File: config.mk
export PLATFORM = sky130hd
export DESIGN_NAME = keyboard_move_decoder
export DESIGN_NICKNAME = d
export VERILOG_FILES = /design/src/rtl/kbd_pkg.sv /design/src/rtl/prefix_timeout_counter.sv /design/src/rtl/keyboard_move_decoder.sv
export SDC_FILE = /design/constraint.sdc
export NUM_CORES = 1
export LEC_CHECK = 0
export ABC_AREA = 1
export BUFFER_PORTS_ARGS = -buffer_cell sky130_fd_sc_hd__clkbuf_2
export CAP_MARGIN = 20
export CORE_MARGIN = 1.5
export CORE_UTILIZATION = 49
export DETAILED_ROUTE_END_ITERATION = 8
export PLACE_DENSITY_LB_ADDON = 0.12
export SETUP_SLACK_MARGIN = 0.5
export SLEW_MARGIN = 20
export SYNTH_ARGS = -nofsm -noshare
export SYNTH_HDL_FRONTEND = slang
export SYNTH_SLANG_ARGS = --single-unit
File: constraint.sdc
create_clock -name clk -period 1.5 [get_ports clk]
set_clock_uncertainty 0.05 [all_clocks]
set_input_delay 0.075 -clock clk [delete_from_list [all_inputs] [get_ports clk]]
set_output_delay 0.075 -clock clk [all_outputs]
set_load 0.05 [all_outputs]
File: src/rtl/kbd_pkg.sv
// Shared PS/2 set-2 keyboard definitions: decoder states, prefix bytes and
// default key codes used by the decoder, movement and missile blocks.
package kbd_pkg;

    typedef enum logic [1:0] {
        IDLE,
        GOT_E0,
        GOT_F0,
        GOT_E0F0
    } kbd_state_t;

    typedef enum logic {
        DIR_RIGHT,
        DIR_LEFT
    } dir_t;

    localparam logic [7:0] SC_EXTEND = 8'hE0;
    localparam logic [7:0] SC_BREAK  = 8'hF0;

    localparam logic [7:0] DEFAULT_KEY_RIGHT = 8'h74;
    localparam logic [7:0] DEFAULT_KEY_LEFT  = 8'h6B;
    localparam logic [7:0] DEFAULT_KEY_FIRE  = 8'h29;

    // With both keys held the most recently pressed one wins; returns {right, left}.
    function automatic logic [1:0] resolve_move(input logic right_held,
                                                input logic left_held,
                                                input dir_t last_dir);
        return {right_held && (!left_held || last_dir == DIR_RIGHT),
                left_held  && (!right_held || last_dir == DIR_LEFT)};
    endfunction

endpackage

File: src/rtl/prefix_timeout_counter.sv
// Watchdog for a partially received prefix sequence: counts idle cycles while
// the decoder waits for the next byte and flags when the wait is over.
module prefix_timeout_counter #(
    parameter int PREFIX_TIMEOUT = 50000
) (
    input  logic clk,
    input  logic resetN,
    input  logic active,
    input  logic clear,
    output logic timeout
);

    localparam int CNT_W = $clog2(PREFIX_TIMEOUT) + 1;
    localparam logic [CNT_W-1:0] LAST = CNT_W'(PREFIX_TIMEOUT - 1);

    logic [CNT_W-1:0] count;

    // Saturates at LAST so a stalled decoder can never see the count wrap.
    always_ff @(posedge clk or negedge resetN) begin
        if (!resetN)
            count <= '0;
        else if (clear || !active)
            count <= '0;
        else if (count != LAST)
            count <= count + 1'b1;
    end

    assign timeout = active && (count == LAST);

endmodule

File: src/rtl/keyboard_move_decoder.sv
// Decodes PS/2 set-2 scan codes into left/right movement levels, a fire pulse
// and a prefix-timeout error pulse for the player-movement logic.
module keyboard_move_decoder
    import kbd_pkg::*;
#(
    parameter int         PREFIX_TIMEOUT = 50000,
    parameter logic [7:0] KEY_RIGHT      = DEFAULT_KEY_RIGHT,
    parameter logic [7:0] KEY_LEFT       = DEFAULT_KEY_LEFT,
    parameter logic [7:0] KEY_FIRE       = DEFAULT_KEY_FIRE
) (
    input  logic       clk,
    input  logic       resetN,
    input  logic       din_new,
    input  logic [7:0] din,
    output logic       RightMove,
    output logic       LeftMove,
    output logic       FirePulse,
    output logic       seqError
);

    kbd_state_t state, state_n;
    dir_t       lastDir, dir_n;
    logic       rightHeld, leftHeld, fireHeld;
    logic       right_n, left_n, fire_n;
    logic       fire_make, seq_err;
    logic [1:0] move_n;
    logic       timeout;

    prefix_timeout_counter #(
        .PREFIX_TIMEOUT(PREFIX_TIMEOUT)
    ) u_timeout (
        .clk    (clk),
        .resetN (resetN),
        .active (state != IDLE),
        .clear  (din_new || timeout),
        .timeout(timeout)
    );

    always_comb begin
        // NOTE: every variable gets a default first so no path leaves a latch.
        state_n   = state;
        right_n   = rightHeld;
        left_n    = leftHeld;
        fire_n    = fireHeld;
        dir_n     = lastDir;
        fire_make = 1'b0;
        seq_err   = 1'b0;

        if (din_new) begin
            unique case (state)
                IDLE: begin
                    if (din == SC_EXTEND)
                        state_n = GOT_E0;
                    else if (din == SC_BREAK)
                        state_n = GOT_F0;
                    else if (din == KEY_FIRE) begin
                        fire_make = !fireHeld;
                        fire_n    = 1'b1;
                    end
                end
                GOT_E0: begin
                    if (din == SC_BREAK)
                        state_n = GOT_E0F0;
                    else begin
                        state_n = IDLE;
                        if (din == KEY_RIGHT) begin
                            right_n = 1'b1;
                            dir_n   = DIR_RIGHT;
                        end else if (din == KEY_LEFT) begin
                            left_n = 1'b1;
                            dir_n  = DIR_LEFT;
                        end
                    end
                end
                GOT_F0: begin
                    state_n = IDLE;
                    if (din == KEY_FIRE)
                        fire_n = 1'b0;
                end
                GOT_E0F0: begin
                    state_n = IDLE;
                    if (din == KEY_RIGHT)
                        right_n = 1'b0;
                    else if (din == KEY_LEFT)
                        left_n = 1'b0;
                end
            endcase
        end else if (timeout) begin
            // Abandon the partial prefix but keep every held key as it was.
            state_n = IDLE;
            seq_err = 1'b1;
        end

        move_n = resolve_move(right_n, left_n, dir_n);
    end

    // NOTE: sequential state uses non-blocking assignments only.
    always_ff @(posedge clk or negedge resetN) begin
        if (!resetN) begin
            state     <= IDLE;
            rightHeld <= 1'b0;
            leftHeld  <= 1'b0;
            fireHeld  <= 1'b0;
            lastDir   <= DIR_RIGHT;
            RightMove <= 1'b0;
            LeftMove  <= 1'b0;
            FirePulse <= 1'b0;
            seqError  <= 1'b0;
        end else begin
            state     <= state_n;
            rightHeld <= right_n;
            leftHeld  <= left_n;
            fireHeld  <= fire_n;
            lastDir   <= dir_n;
            RightMove <= move_n[1];
            LeftMove  <= move_n[0];
            FirePulse <= fire_make;
            seqError  <= seq_err;
        end
    end

endmodule

# Yosys cells after proc, flatten, opt, wreduce, memory -nomap -nowiden
# Cells that the tools add are included.
word_totals:
  in_bits: 11
  output_inout_bits: 4
  word_cells: 83
  regBits: 27
classes:
  reduce_logical: 19
  n_eq_ne: 15
  addsub: 1
  muxes: 37
  n_bitwise: 1
op_table:
  columns: ["cell", "n"]
  rows:
  - ["$mux W17", 2]
  - ["$mux W1", 26]
  - ["$add A17 B1 Y17 const B", 1]
  - ["$eq A17 B16 Y1 const B", 1]
  - ["$ne A17 B16 Y1 const B", 1]
  - ["$eq A8 B7 Y1 const B", 2]
  - ["$eq A8 B8 Y1 const B", 2]
  - ["$mux W2", 5]
  - ["$eq A8 B6 Y1 const B", 1]
  - ["$ne A2 B2 Y1 const B", 4]
  - ["$reduce_bool A2 Y1", 4]
  - ["$pmux W1 S2", 3]
  - ["$pmux W2 S3", 1]
  - ["$reduce_and A6 Y1", 1]
  - ["$eq A2 B2 Y1 const B", 2]
  - ["$logic_not A1 Y1", 4]
  - ["$logic_or A1 B1 Y1", 4]
  - ["$ne A4 B4 Y1 const B", 1]
  - ["$logic_and A1 B1 Y1", 3]
  - ["$eq A2 B1 Y1 const B", 1]
  - ["$logic_not A2 Y1", 1]
  - ["$reduce_and A2 Y1", 1]
  - ["$reduce_or A2 Y1", 1]
  - ["$not A1 Y1", 1]

# Logic depth before layout (Yosys ltp)
logic_depth:
  depth_word: 9
  depth_mapped: 9
  depth_no_buf: 9

# By module
# From an unflattened synthesis, not the netlist that was laid out.
unflattened:
  hier_cells: 250
  area_unflattened_um2: 1707.9
by_module_without_submodules:
  columns: ["mod", "seq_area_each_um2", "cells_each", "instances", "area_each_um2"]
  rows:
  - ["prefix_timeout_counter", 425.4, 148, 1, 1033.5]
  - ["keyboard_move_decoder", 250.2, 102, 1, 674.4]

# Least setup slack after synthesis
# Ideal clock, no wire load.
synth_timing:
  path_type: "register to register"
  startpoint: "reg u_timeout.count[0]"
  endpoint: "reg u_timeout.count[16]"
  required_time_ns: 1.332
  synth_period_minus_slack_ns: 1.367
  setup_ns: 0.118
  n_path_buf: 0
  slack_ns: 0.133
  arrival_ns: 1.198
  path_stages_with_launch: 8
  path_cell_list: "dfrtp_1 -> ha_1 -> nand2_1 -> nor2_4 -> nand4_4 -> nor2_1 -> xor2_1 -> nor2_1"
synth_via:
  elab_chain_len: 5
  word_cells_on_any_way: 9
  cone_classes: "add/sub (1); eq/ne (2); mux (2); reduce/logical (4)"
synth_rtl:
  columns: ["element", "line_no", "rtl"]
  rows:
  - ["start: declaration", "prefix_timeout_counter.sv:16", "logic [CNT_W-1:0] count;"]
  - ["start signal: assignment", "prefix_timeout_counter.sv:25", "count <= count + 1'b1;"]
  - ["parallel branches: the longest is 5 deep, another holds $add A17 B1 Y17", null, null]
# Parallel ways; which one is timed is not known. The select of a mux whose other input is x is not followed.
# A chain may end at the register's enable or synchronous reset.

# Worst setup path in the final report
# Same ends and word-level chain as after synthesis.

==> impl_metrics.csv <==
group,metric,value,unit
outcome,status,"finished with violations",
outcome,violations,"negative hold slack, negative setup slack",
grt,gr-total-overflow,0,
setup_path,critPathMaxFanout,3,
pwr,pwr-share-comb,0.474,
grt,grt_max_degree,28,
setup_path,arrival,1.70,ns
cells_and_area,antennaDiodeCount,0,
pwr,total_power,2.26,mW
clock_network,clk_pin_slew_worst_paths,0.14,ns
clock_network,max-clock-path-buffers,2,
setup_path,cpMostUsedCell,"nor2_4",
logic_synthesis,async_reset_ff_frac,1.00,
grt,grt_pass1_wl,5540,um
route,drt_iter0_markers,80,
floorplan,dieArea,3670,um^2
pwr,p_leak,1.04,nW
timing,final-max-slew-violation-count,0,
pwr,peakVddDrop,0.790,mV
cells_and_area,top_register,"u_timeout.count",
timing,timing.final.crit_share,1.01,
clock_network,clkLatencyLatePin,0.32,ns
timing,tns,-0.0295,ns
pwr,p_sw_frac,0.373,
route,ant_nets,0,
route,wl,3540,um
placement,io_buffers,14,
floorplan,initial_core_util,0.524,
pwr,p_clk_frac,0.139,
placement,dp_hpwl,2210,um
logic_synthesis,synth_flop_cell,"dfrtp_1",
timing,worst_hold_slack,-0.00595,ns
cells_and_area,fillerInstances,266,
setup_path,slowest_stage,"dfrtp_1",
cells_and_area,reg_top3,"u_timeout.count: 17 flops, state: 2 flops",
setup_path,crit_type,"reg2reg",
setup_path,cp_cell_sequence,"ha_2 > nand2_2 > nor2_4 > nand4_4 > buf_4 > nor2_4 > xor2_1 > nor2_1",
setup_path,reg2reg_depth,8,
floorplan,io_pins,15,
clock_network,cts-root-buf,"clkbuf_4",
clock_network,numCtsBuffers,3,
timing,rsz0062_at_grt,"true",
route,dr.pass1.iters,4,
cells_and_area,final_cell_mix,"nand2_1, nor2_1, inv_1",
grt,grt_usage,0.198,
timing,relSlewSlack,0.561,
logic_synthesis,avgSynthCellArea,7.26,um^2
grt,grt_antenna_before_repair,0,
pwr,p_per_area,1050,nW/um^2
setup_path,end_kind,"flip-flop",
cells_and_area,area_growth,32.9,%
timing,setup_viol,2,
floorplan,die_w,60.6,um
cells_and_area,layout-drive-gt1-share,0.342,
clock_network,htreeDepth,1,
cells_and_area,largest_register_ffs,17,
placement,place_congestion,0.801,
worst_hold_path,whs_path_depth,4,
logic_synthesis,syn-instance-count,224,
logic_synthesis,syn-cell-area,1630,um^2
route,drt_drc_violations_left,0,
cells_and_area,final_common_cell,"nand2_1",
cells_and_area,fin_nets,276,
timing,final.setup.worst_slack,-0.0174,ns
setup_path,ff2ff_setup_slack,-0.02,ns
pwr,p_sw,0.844,mW
flow_run,maxCapViolCount,0,
worst_hold_path,min_to,"FirePulse$_DFF_PN0_",
floorplan,core_area,3100,um^2
logic_synthesis,synth_cell_types,27,
timing,worstMarginPinSlew,0.658,ns
clock_network,tritoncts,"done",
route,wl_per_cell,11.5,um
floorplan,rows,20,
logic_synthesis,yosysSeqAreaShare,0.416,
logic_synthesis,yosysWarnings,0,
setup_path,setup.worst_path.start_class,"flip-flop",
logic_synthesis,synth_edf_count,0,
route,via_per_inst,4.93,
setup_path,required,1.68,ns
pwr,p_int,1.42,mW
setup_path,cp_slowest_stage_delay,0.38,ns
timing,hold_viol,1,
worst_hold_path,min-delay-start,"din[6]",
logic_synthesis,syn_nets,236,
logic_synthesis,ys_ff_latch,27,
timing,post-route-min-period,1.52,ns
setup_path,reg2reg_to,"u_timeout.count[16]$_DFFE_PN0P_",
setup_path,r2r-start,"u_timeout.count[0]$_DFFE_PN0P_",
cells_and_area,finish.utilization,0.696,
floorplan,die_y,60.6,um
worst_hold_path,hold_class,"in2reg",
pwr,power.share.sequential,0.388,
clock_network,clkSinkCount,27,
route,num_vias,1512,
timing,fmax,0.659,GHz
grt,grt_pass1_vias,1295,
==> stage by stage <==
step | cells | worst slack (ns) | area, um^2 | hold slack, ns
after floorplan | 224 | 0.150 | 1630 | -0.271
after global placement | 285 | 0.100 | 1760 | 0.0940
after detailed placement | 285 | 0.0664 | 1760 | 0.0916
after CTS | 298 | 0.0663 | 1960 | -0.0432
after global routing | 307 | -0.0838 | 2160 | 0.00307
final | 307 | -0.0174 | 2160 | -0.00595
==> power groups by stage <==
stage | Sequential, mW | Combinational, mW | Clock (mW)
finish | 0.877 | 1.07 | 0.313
CTS | 0.875 | 0.733 | 0.327
detailed placement | 0.873 | 0.589 | 0
global placement | 0.868 | 0.584 | 0
floorplan | 0.932 | 0.379 | 0
global route | 0.885 | 1.16 | 0.354
==> area by class of cell <==
type	instances	area [um^2]	share of cell area
Multi-Input combinational cell	159	932	0.431
Clock buffer	3	22.5	0.0104
Inverter	37	139	0.0643
Timing Repair Buffer	36	328	0.152
Sequential cell	27	679	0.314
Tap cell	44	55.1	0.0255
Clock inverter	1	5.00	0.00232
==> worst max-delay path, delay by kind of cell, from the launching register on <==
family | cells | cell delay [ns]
and+or+nand+nor | 5 | 0.48
DFF | 1 | 0.38
adders and majority gates | 1 | 0.19
buffers and inverters | 1 | 0.17
xor gates and xnor gates | 1 | 0.16
==> routing by layer <==
metal,global-route usage,vias up,share of wire
met2,0.309,30,0.48
li1,-,770,-
met3,0.0341,2,0.038
met4,0.0590,0,0.0059
met1,0.284,710,0.48
met5,0,-,0
==> worst max path at each step <==
stage	from	depth (start not counted)	slack, ns	endpoint
after floorplan	u_timeout.count[0]$_DFFE_PN0P_	7	0.15	u_timeout.count[16]$_DFFE_PN0P_
after global placement	u_timeout.count[0]$_DFFE_PN0P_	8	0.10	u_timeout.count[12]$_DFFE_PN0P_
after detailed placement	u_timeout.count[0]$_DFFE_PN0P_	6	0.07	u_timeout.count[2]$_DFFE_PN0P_
final	u_timeout.count[0]$_DFFE_PN0P_	8	-0.02	u_timeout.count[16]$_DFFE_PN0P_
after global routing	u_timeout.count[0]$_DFFE_PN0P_	9	-0.08	state[0]$_DFFE_PN0P_
after CTS	u_timeout.count[0]$_DFFE_PN0P_	9	0.07	u_timeout.count[14]$_DFFE_PN0P_
==> synth_stat cells, drive strengths merged, types with 2 or more instances <==
master | number | area, um^2
xor2 | 5 | 43.8
nand2 | 63 | 251
buf | 3 | 36.3
o21ai | 2 | 10.0
nor2 | 47 | 206
xnor2 | 2 | 17.5
a21oi | 7 | 35.0
inv | 37 | 139
nor3 | 10 | 55.1
dfrtp | 27 | 676
nand3 | 13 | 82.6
nand4 | 4 | 40.0
==> logic make-up after synthesis <==
kind of cell | Yosys count | synth area share
buffers and inverters | 40 | 0.108
AND/OR/NAND/NOR | 139 | 0.400
AO/OA/AOI/OAI | 10 | 0.0316
flip-flops | 27 | 0.416
adder cells (fa/ha/maj) | 1 | 0.00770
XOR/XNOR | 7 | 0.0377
==> repair_timing <==
action,in CTS,in global routing
gates resized for setup,28,32
gates cloned,1,1
pin swaps,8,13
endpoints found under the hold margin,29,0
hold buffers,2,0
setup endpoints to repair,30,31
buffers inserted,6,8
Note: power is estimated with default switching activity, not from simulation.
